[config.mk]
export PLATFORM = sky130hd
export DESIGN_NAME = vga_plot_arbiter
export DESIGN_NICKNAME = d
export VERILOG_FILES = /design/src/rtl/vga_pkg.sv /design/src/rtl/vga_plot_arbiter_rr_pick.sv /design/src/rtl/vga_plot_arbiter.sv
export SDC_FILE = /design/constraint.sdc
export NUM_CORES = 1
export LEC_CHECK = 0
export ABC_AREA = 1
export CAP_MARGIN = 0
export CORE_MARGIN = 2
export CORE_UTILIZATION = 45
export DETAILED_ROUTE_END_ITERATION = 10
export PLACE_DENSITY = 0.82
export SLEW_MARGIN = 20
export SYNTH_ARGS = -nofsm -noshare
export SYNTH_HDL_FRONTEND = slang
export SYNTH_HIERARCHICAL = 1
export SYNTH_SLANG_ARGS = --single-unit
[constraint.sdc]
create_clock -name clk -period 2.57 [get_ports clk]
set_input_delay 0.514 -clock clk [delete_from_list [all_inputs] [get_ports clk]]
set_output_delay 0.514 -clock clk [all_outputs]
set_load 0.02 [all_outputs]
[src/rtl/vga_pkg.sv]
// Shared VGA plot-port types and constants for the 160x120 adapter.
package vga_pkg;

  localparam int unsigned VGA_W  = 160;
  localparam int unsigned VGA_H  = 120;
  localparam int unsigned VGA_XW = 8;
  localparam int unsigned VGA_YW = 7;
  localparam int unsigned VGA_CW = 3;

  typedef struct packed {
    logic [VGA_XW-1:0] x;
    logic [VGA_YW-1:0] y;
    logic [VGA_CW-1:0] colour;
  } pixel_t;

  typedef enum logic [1:0] {
    IDLE,
    OWN,
    RELEASE
  } arb_state_e;

  // True when the pixel lands inside the visible 160x120 frame.
  function automatic logic pixel_on_screen(input pixel_t p);
    return (p.x < VGA_XW'(VGA_W)) && (p.y < VGA_YW'(VGA_H));
  endfunction

endpackage

[src/rtl/vga_plot_arbiter_rr_pick.sv]
// Combinational round-robin picker: first asserted req scanning from rr_ptr upward
// (wrapping modulo NUM_CLIENTS).
module rr_pick #(
  parameter int unsigned NUM_CLIENTS = 4,
  parameter int unsigned IW          = 2
) (
  input  logic [NUM_CLIENTS-1:0] req,
  input  logic [IW-1:0]          rr_ptr,
  output logic                   valid,
  output logic [IW-1:0]          idx
);

  int unsigned cand;

  // Scan rr_ptr, rr_ptr+1, ... and keep the first requester found.
  always_comb begin
    valid = 1'b0;
    idx   = '0;
    cand  = 0;
    for (int unsigned k = 0; k < NUM_CLIENTS; k++) begin
      cand = (32'(rr_ptr) + k) % NUM_CLIENTS;
      if (!valid && req[IW'(cand)]) begin
        valid = 1'b1;
        idx   = IW'(cand);
      end
    end
  end

endmodule

[src/rtl/vga_plot_arbiter.sv]
// Round-robin, burst-locked arbiter sharing the vga_adapter plot port between
// NUM_CLIENTS drawing engines. Pixel outputs and grant are registered.
// Optional feature: define VGA_CLIP_EN to drop off-screen pixels (they still count
// toward the burst length).
module vga_plot_arbiter
  import vga_pkg::*;
#(
  parameter int unsigned NUM_CLIENTS = 4,
  parameter int unsigned MAX_BURST   = 256
) (
  input  logic                          clk,
  input  logic                          rst,
  input  logic [NUM_CLIENTS-1:0]        req,
  input  logic [NUM_CLIENTS-1:0]        cl_plot,
  input  logic [8*NUM_CLIENTS-1:0]      cl_x,
  input  logic [7*NUM_CLIENTS-1:0]      cl_y,
  input  logic [3*NUM_CLIENTS-1:0]      cl_colour,
  output logic [NUM_CLIENTS-1:0]        gnt,
  output logic [7:0]                    vga_x,
  output logic [6:0]                    vga_y,
  output logic [2:0]                    vga_colour,
  output logic                          vga_plot,
  output logic                          busy
);

  localparam int unsigned IW = $clog2(NUM_CLIENTS);
  localparam int unsigned BW = (MAX_BURST > 0) ? $clog2(MAX_BURST + 1) : 1;
  localparam logic [BW-1:0] BURST_MAX = BW'(MAX_BURST);
  localparam logic [IW-1:0] LAST_IDX  = IW'(NUM_CLIENTS - 1);

  arb_state_e             state, state_nxt;
  logic [IW-1:0]          owner, owner_nxt;
  logic [IW-1:0]          rr_ptr, rr_ptr_nxt;
  logic [BW-1:0]          burst_cnt, burst_cnt_nxt, burst_seen;
  logic [NUM_CLIENTS-1:0] gnt_nxt;
  pixel_t                 pix_q, pix_nxt, own_pix;
  logic                   plot_q, plot_nxt;
  logic                   pick_valid;
  logic [IW-1:0]          pick_idx;
  logic                   accept, others_req, exit_own;

  function automatic logic [NUM_CLIENTS-1:0] onehot(input logic [IW-1:0] i);
    return {{(NUM_CLIENTS-1){1'b0}}, 1'b1} << i;
  endfunction

  rr_pick #(
    .NUM_CLIENTS(NUM_CLIENTS),
    .IW         (IW)
  ) u_rr_pick (
    .req   (req),
    .rr_ptr(rr_ptr),
    .valid (pick_valid),
    .idx   (pick_idx)
  );

  // Select the current owner's pixel fields from the packed client buses.
  always_comb begin
    own_pix        = '0;
    own_pix.x      = cl_x[VGA_XW*owner +: VGA_XW];
    own_pix.y      = cl_y[VGA_YW*owner +: VGA_YW];
    own_pix.colour = cl_colour[VGA_CW*owner +: VGA_CW];
  end

  // Owner acceptance, saturating burst count and exit decision.
  // Preemption compares the count including this cycle's pixel, so an owner that
  // plots every cycle emits exactly MAX_BURST pixels per grant.
  always_comb begin
    accept     = (state == OWN) && cl_plot[owner];
    others_req = |(req & ~onehot(owner));
    burst_seen = burst_cnt;
    if (accept && (burst_cnt != BURST_MAX))
      burst_seen = burst_cnt + BW'(1);
    exit_own = !req[owner] ||
               ((MAX_BURST != 0) && (burst_seen == BURST_MAX) && others_req);
  end

  // Next-state and next-register values for the IDLE/OWN/RELEASE arbiter.
  always_comb begin
    state_nxt     = state;
    owner_nxt     = owner;
    rr_ptr_nxt    = rr_ptr;
    burst_cnt_nxt = burst_cnt;
    gnt_nxt       = gnt;
    pix_nxt       = pix_q;
    plot_nxt      = 1'b0;
    unique case (state)
      IDLE: begin
        if (pick_valid) begin
          state_nxt     = OWN;
          owner_nxt     = pick_idx;
          gnt_nxt       = onehot(pick_idx);
          burst_cnt_nxt = '0;
        end
      end
      OWN: begin
        burst_cnt_nxt = burst_seen;
`ifdef VGA_CLIP_EN
        if (accept && pixel_on_screen(own_pix)) begin
`else
        if (accept) begin
`endif
          pix_nxt  = own_pix;
          plot_nxt = 1'b1;
        end
        if (exit_own) begin
          state_nxt  = RELEASE;
          gnt_nxt    = '0;
          rr_ptr_nxt = (owner == LAST_IDX) ? '0 : owner + IW'(1);
        end
      end
      RELEASE: begin
        state_nxt = IDLE;
        gnt_nxt   = '0;
      end
      default: begin
        state_nxt = IDLE;
        gnt_nxt   = '0;
      end
    endcase
  end

  // FSM state register.
  always_ff @(posedge clk or posedge rst) begin
    if (rst) state <= IDLE;
    else     state <= state_nxt;
  end

  // Grant, arbitration bookkeeping and registered pixel outputs.
  always_ff @(posedge clk or posedge rst) begin
    if (rst) begin
      owner     <= '0;
      rr_ptr    <= '0;
      burst_cnt <= '0;
      gnt       <= '0;
      pix_q     <= '0;
      plot_q    <= 1'b0;
    end else begin
      owner     <= owner_nxt;
      rr_ptr    <= rr_ptr_nxt;
      burst_cnt <= burst_cnt_nxt;
      gnt       <= gnt_nxt;
      pix_q     <= pix_nxt;
      plot_q    <= plot_nxt;
    end
  end

  assign vga_x      = pix_q.x;
  assign vga_y      = pix_q.y;
  assign vga_colour = pix_q.colour;
  assign vga_plot   = plot_q;
  assign busy       = (state == OWN);

endmodule
==> results.json, run 1 <==
{
  "start_util_pct": 46.7,
  "synth.area.top_cells": "dfrtp_1, nor2_1, nand2_1",
  "clock_latency_ps": 290,
  "rows": 28,
  "synth.ff_latch_count": 38,
  "setup_violations": 0,
  "drt-total-wl_um": 7560,
  "core_area_mm2": 0.00592,
  "yosys.area.top_type": "dfrtp_1",
  "drc_errors": 0,
  "via_count": 2996,
  "clk_pin_slew_ps": 70,
  "drtAntennaViolNets": 0,
  "synth_top_cell_area_share_pct": 34.4,
  "hp-class": "flop to flop",
  "clock-skew-final_ps": 6.45,
  "synth.yosys.warnings": 6,
  "fillCellCount": 489,
  "synth_common_cells": "nor2_1, nand2_1, o21ai_0",
  "cts.path.max_buffers": 2,
  "swShare_pct": 49.3,
  "antenna_cells": 0,
  "peakVddDrop_v": 0.000492,
  "cts_tree": "built",
  "track_usage_pct": 24.3,
  "gp_congestion": 0.937,
  "cp-start-kind": "primary input",
  "dr.pass1.iters": 4,
  "end_kind": "flop",
  "port-buffer-count": 105,
  "cap_violations": 0,
  "finalCritPeriodShare_pct": 87.3,
  "die_x_um": 82.4,
  "cts_buffers": 5,
  "fin_setup_tns_ps": 0,
  "crit_arrival_ps": 2470,
  "worst_pin_slew_ps": 497,
  "cp.required_ps": 2800,
  "synth_edf_count": 0,
  "outcome": "completed",
  "power.density_mw_per_mm2": 1030,
  "clkSinkCount": 38,
  "slew_viol_final": 0,
  "max_freq_ghz": 0.446,
  "synth.distinct_cells": 28,
  "post_cts.repair.setup_buffers": 0,
  "switchingPower_mw": 2.01,
  "postCtsHoldBufs": 0,
  "syn_to_final_growth_pct": 43.7,
  "slew_headroom_pct": 66.8,
  "rsz0062_at_grt": "false",
  "drive_gt1_share_pct": 9.37,
  "routed_via_density": 5.01,
  "leakagePower_nw": 1.81,
  "hpwl_um": 5950,
  "crit_slowest_cell": "clkdlybuf4s50_1",
  "ys.flop_type": "dfrtp_1",
  "synth_most_common_cell": "nor2_1",
  "h-tree-depth": 2,
  "syn-instance-count": 420,
  "whs_ps": 476,
  "io_pins": 106,
  "cts_resized": 0,
  "synthArstFlopShare_pct": 100,
  "die_y_um": 82.4,
  "grt_max_degree": 39,
  "synth.cell_area_mm2": 0.00277,
  "crit_fanout": 12,
  "clockRootBuffer": "clkbuf_8",
  "drt_iter0_markers": 142,
  "grt_pass1_vias": 2865,
  "synth_seq_area_share_pct": 34.4,
  "antenna_found_initial": 0,
  "grt_first_pass_wirelength_um": 12500,
  "max_stage_delay_ps": 470,
  "avgSynthCellArea_um2": 6.58,
  "combPwrFrac_pct": 66.3,
  "criticalPathCategory": "primary input to flop",
  "syn-num-nets": 508,
  "finalNetCount": 611,
  "dieArea_mm2": 0.00679,
  "hold_violations": 0,
  "clkPwrFrac_pct": 9.5,
  "path_cells": "clkdlybuf4s50_1 -> inv_1 -> nand2_1 -> nand3_1 -> nand2_2 -> nand3_2 -> nor2_2 -> xor2_1 -> nor2_2 -> nand2_2 -> nand3_2 -> nand2_2 -> nand2_1 -> nand2_1",
  "seqPwrFrac_pct": 24.2,
  "p_int_mw": 2.07,
  "final.min_clock_period_ps": 2240,
  "wl_per_cell_um": 12.6,
  "grt_overflow": 0
}
logic make-up (layout without fill, tap and decap cells):
family / Yosys count / count (layout) / synth area share [%]
simple gates: 240 / 240 / 38.7
compound gates: 75 / 75 / 14.7
buf+inv: 58 / 161 / 8.51
flops: 38 / 38 / 34.4
fa+ha+maj: 6 / 6 / 2.71
xor+xnor: 3 / 3 / 0.950
stage by stage:
stage,instance area [µm²],total power [mW],utilization (%),setup WS [ps],cells
CTS,3970,4.09,67.1,331,598
finish,3970,4.08,67.1,326,598
global placement,3900,3.62,65.8,155,591
global route,3970,4.47,67.1,167,598
floorplan,2770,2.82,-,447,420
detailed placement,3900,3.70,65.8,30.5,591
path summary, 6_finish.rpt:
check | end | start | slack (ps) | cells past startpoint
min in group asynchronous | burst_cnt[5] | rst | 640 | 3
max | gnt[1] | cl_plot[3] | 330 | 14
max in group asynchronous | vga_colour[2] | rst | 1580 | 3
min reg2reg | gnt[0] | gnt[0] | 480 | 2
max reg2reg | gnt[1] | owner[1] | 370 | 13
min | gnt[0] | gnt[0] | 480 | 2
layer usage:
metal | wire [µm] | vias to the layer above | part of all wire (%) | GRT usage [%]
li1 | - | 1564 | - | -
met4 | 189 | 0 | 2.5 | 9.33
met3 | 609 | 14 | 8.1 | 8.15
met5 | 0 | - | 0 | 0
met1 | 3210 | 1324 | 42 | 28.6
met2 | 3550 | 94 | 47 | 40.9
sequential cells by signal, indices dropped and copies added, names as in the netlist:
| signal | flops |
|---|---|
| gnt | 4 |
| rr_ptr | 2 |
| vga_x | 8 |
| owner | 2 |
| vga_colour | 3 |
| state | 2 |
| vga_plot | 1 |
| vga_y | 7 |
| burst_cnt | 9 |
critical path: cells and delay by family:
kind                      cells  cell delay [ps]
xor gates and xnor gates      1              260
buffers and inverters         2              530
and+or+nand+nor              11             1170
power groups by stage:
stage | Combinational [mW] | Clock [mW] | Sequential (mW)
global placement | 2.63 | 0 | 0.990
global route | 3.03 | 0.429 | 1.02
CTS | 2.70 | 0.403 | 0.986
floorplan | 1.67 | 0 | 1.15
finish | 2.70 | 0.389 | 0.985
detailed placement | 2.70 | 0 | 0.997
layout make-up:
| cell class | instances | area (µm²) | area share (%) |
|---|---|---|---|
| Clock buffer | 7 | 76.3 | 1.92 |
| Inverter | 39 | 146 | 3.69 |
| Multi-Input combinational cell | 324 | 1580 | 39.7 |
| Sequential cell | 38 | 951 | 23.9 |
| Tap cell | 75 | 93.8 | 2.36 |
| Timing Repair Buffer | 115 | 1130 | 28.3 |
layout by cell type, fill, tap and decap left out, drive strengths merged:
cell type      count
dfrtp             38
a21oi              5
clkbuf             7
inv               39
o21ai             46
nor3               6
o22ai              5
nor2             107
nand2             96
a211oi             1
or2                1
nand4              8
ha                 6
a31oi             18
nand3             21
nand3b             1
xor2               3
clkdlybuf4s50    105
buf               10
No activity file was read; power rests on OpenSTA's default activity.
==> run 2, diff against run 1 <==
--- a/constraint.sdc
+++ b/constraint.sdc
@@ -3,2 +3,2 @@
 set_output_delay 0.514 -clock clk [all_outputs]
-set_load 0.02 [all_outputs]
+set_load 0.1 [all_outputs]
==> results.json, run 2 (same netlist as run 1, synthesis figures left out) <==
{
  "port-buffer-count": 105,
  "crit_family": "simple AND/OR/NAND/NOR gates",
  "post_cts.repair.setup_buffers": 0,
  "drc_errors": 0,
  "rows": 28,
  "grt_max_degree": 39,
  "crit_fanout": 12,
  "slew_headroom_pct": 67.1,
  "drt_iter0_markers": 108,
  "clkSinkCount": 38,
  "cp.required_ps": 2760,
  "cp_num_buf_inv": 1,
  "cts_buffers": 5,
  "outcome": "completed",
  "crit_slowest_cell": "dfrtp_1",
  "cts.path.max_buffers": 2,
  "hp-class": "flop to flop",
  "drtAntennaViolNets": 0,
  "finalCritPeriodShare_pct": 84.1,
  "r2r_cells": 10,
  "cp-start-kind": "flop",
  "hold_start": "gnt[1]",
  "rsz0062_at_grt": "false",
  "dr.pass1.iters": 4,
  "track_usage_pct": 23.1,
  "antenna_cells": 0,
  "wl_per_cell_um": 12.3,
  "largest_reg_flops": 9,
  "drive_gt1_share_pct": 13.8,
  "via_count": 2995,
  "power_mw": 5.04,
  "clkPwrFrac_pct": 7.7,
  "peakVddDrop_v": 0.000806,
  "p_int_mw": 2.04,
  "drt-total-wl_um": 7320,
  "critical_path.startpoint": "rr_ptr[0]",
  "gp_congestion": 0.879,
  "dp_slack_ps": 123,
  "routed_via_density": 5.02,
  "die_y_um": 82.4,
  "clockRootBuffer": "clkbuf_8",
  "layout_common_cells": "nor2_1, clkdlybuf4s50_1, nand2_1",
  "io_pins": 106,
  "crit_cells": 10,
  "crit_arrival_ps": 2350,
  "switchingPower_mw": 3.00,
  "start_util_pct": 46.7,
  "cts_tree": "built",
  "fin_setup_tns_ps": 0,
  "setup_violations": 0,
  "reg2reg_to": "burst_cnt[1]",
  "setup.worst_path.end": "burst_cnt[1]",
  "cts_resized": 0,
  "setup_ws_ps": 409,
  "reg2reg_from": "rr_ptr[0]",
  "multiInputGateArea_mm2": 0.00158,
  "postCtsHoldBufs": 0,
  "core_area_mm2": 0.00592,
  "ff2ff_setup_slack_ps": 410,
  "dieArea_mm2": 0.00679,
  "antenna_found_initial": 0,
  "syn_to_final_growth_pct": 42.1,
  "path_cells": "inv_2 -> nand2_1 -> nand2_2 -> nand2_2 -> nand2_2 -> nor2_4 -> nand3b_1 -> nand2_1 -> nand2_1 -> o21ai_0",
  "dp.cells": 590,
  "hold_violations": 0,
  "power.density_mw_per_mm2": 1280,
  "clock_latency_ps": 290,
  "grt_overflow": 0,
  "grt_first_pass_wirelength_um": 12100,
  "criticalPathCategory": "flop to flop",
  "cap_violations": 0,
  "grt_pass1_vias": 2797,
  "leakagePower_nw": 1.83,
  "combPwrFrac_pct": 72.5,
  "hpwl_um": 5730,
  "seqPwrFrac_pct": 19.8,
  "final_common_cell": "nor2_1",
  "fillCellCount": 524,
  "instances_no_fill": 597,
  "regMostFlops": "burst_cnt",
  "swShare_pct": 59.6,
  "end_kind": "flop",
  "die_x_um": 82.4,
  "max_stage_delay_ps": 650,
  "max_freq_ghz": 0.463,
  "worst_pin_slew_ps": 493,
  "h-tree-depth": 2,
  "clk_pin_slew_ps": 70,
  "final.min_clock_period_ps": 2160,
  "slew_viol_final": 0,
  "regArea_um2": 951,
  "finalNetCount": 610,
  "clock-skew-final_ps": 7.36
}
[run 2: changes by cell type in the layout (fill, tap and decap cells not counted), sizes merged]
cell / before / now
buf: 10 / 33
clkdlybuf4s50: 105 / 81
[run 2: stage by stage]
step	instance area [µm²]	util (%)	hold WS, ps
3_5_place_dp	3850	65.1	461
3_3_place_gp	3850	65.1	463
4_1_cts	3930	66.4	478
5_1_grt	3930	66.4	514
2_1_floorplan	2770	-	519
6_report	3930	66.4	481
[run 2: final cells by class]
class                      count  area share (%)
multi-input combinational    324            40.2
timing repair buffer         114            27.6
sequential                    38            24.2
inverter                      39            3.72
tap                           75            2.39
clock buffer                   7            1.94
[run 2: power by group through the flow]
stage | registers [mW] | logic [mW] | clock network (mW)
floorplan | 2.08 | 1.72 | 0
global placement | 1.00 | 3.61 | 0
CTS | 1.00 | 3.67 | 0.398
global route | 1.02 | 3.99 | 0.429
finish | 0.997 | 3.65 | 0.386
detailed placement | 1.01 | 3.66 | 0
[run 2: worst min path at each step]
stage / slack [ps] / depth (start not counted) / end
after global routing: 510 / 2 / gnt[0]
after CTS: 480 / 2 / gnt[1]
after floorplan: 520 / 2 / rr_ptr[0]
final: 480 / 2 / gnt[1]
after detailed placement: 460 / 2 / gnt[1]
after global placement: 460 / 2 / gnt[2]
[run 2: layer usage]
layer | up-vias | share of wire, % | GRT usage (%)
li1 | 1560 | - | -
met1 | 1334 | 44 | 27.0
met4 | 0 | 1.4 | 8.67
met5 | - | 0 | 0
met3 | 8 | 7.1 | 6.30
met2 | 93 | 48 | 40.0
[run 2: worst register-to-register path, delay by kind of cell (launching register included)]
kind | cells | cell delay, ps
AOI/OAI and AO/OA | 1 | 250
buffers and inverters | 1 | 190
DFF | 1 | 650
and+or+nand+nor | 8 | 970
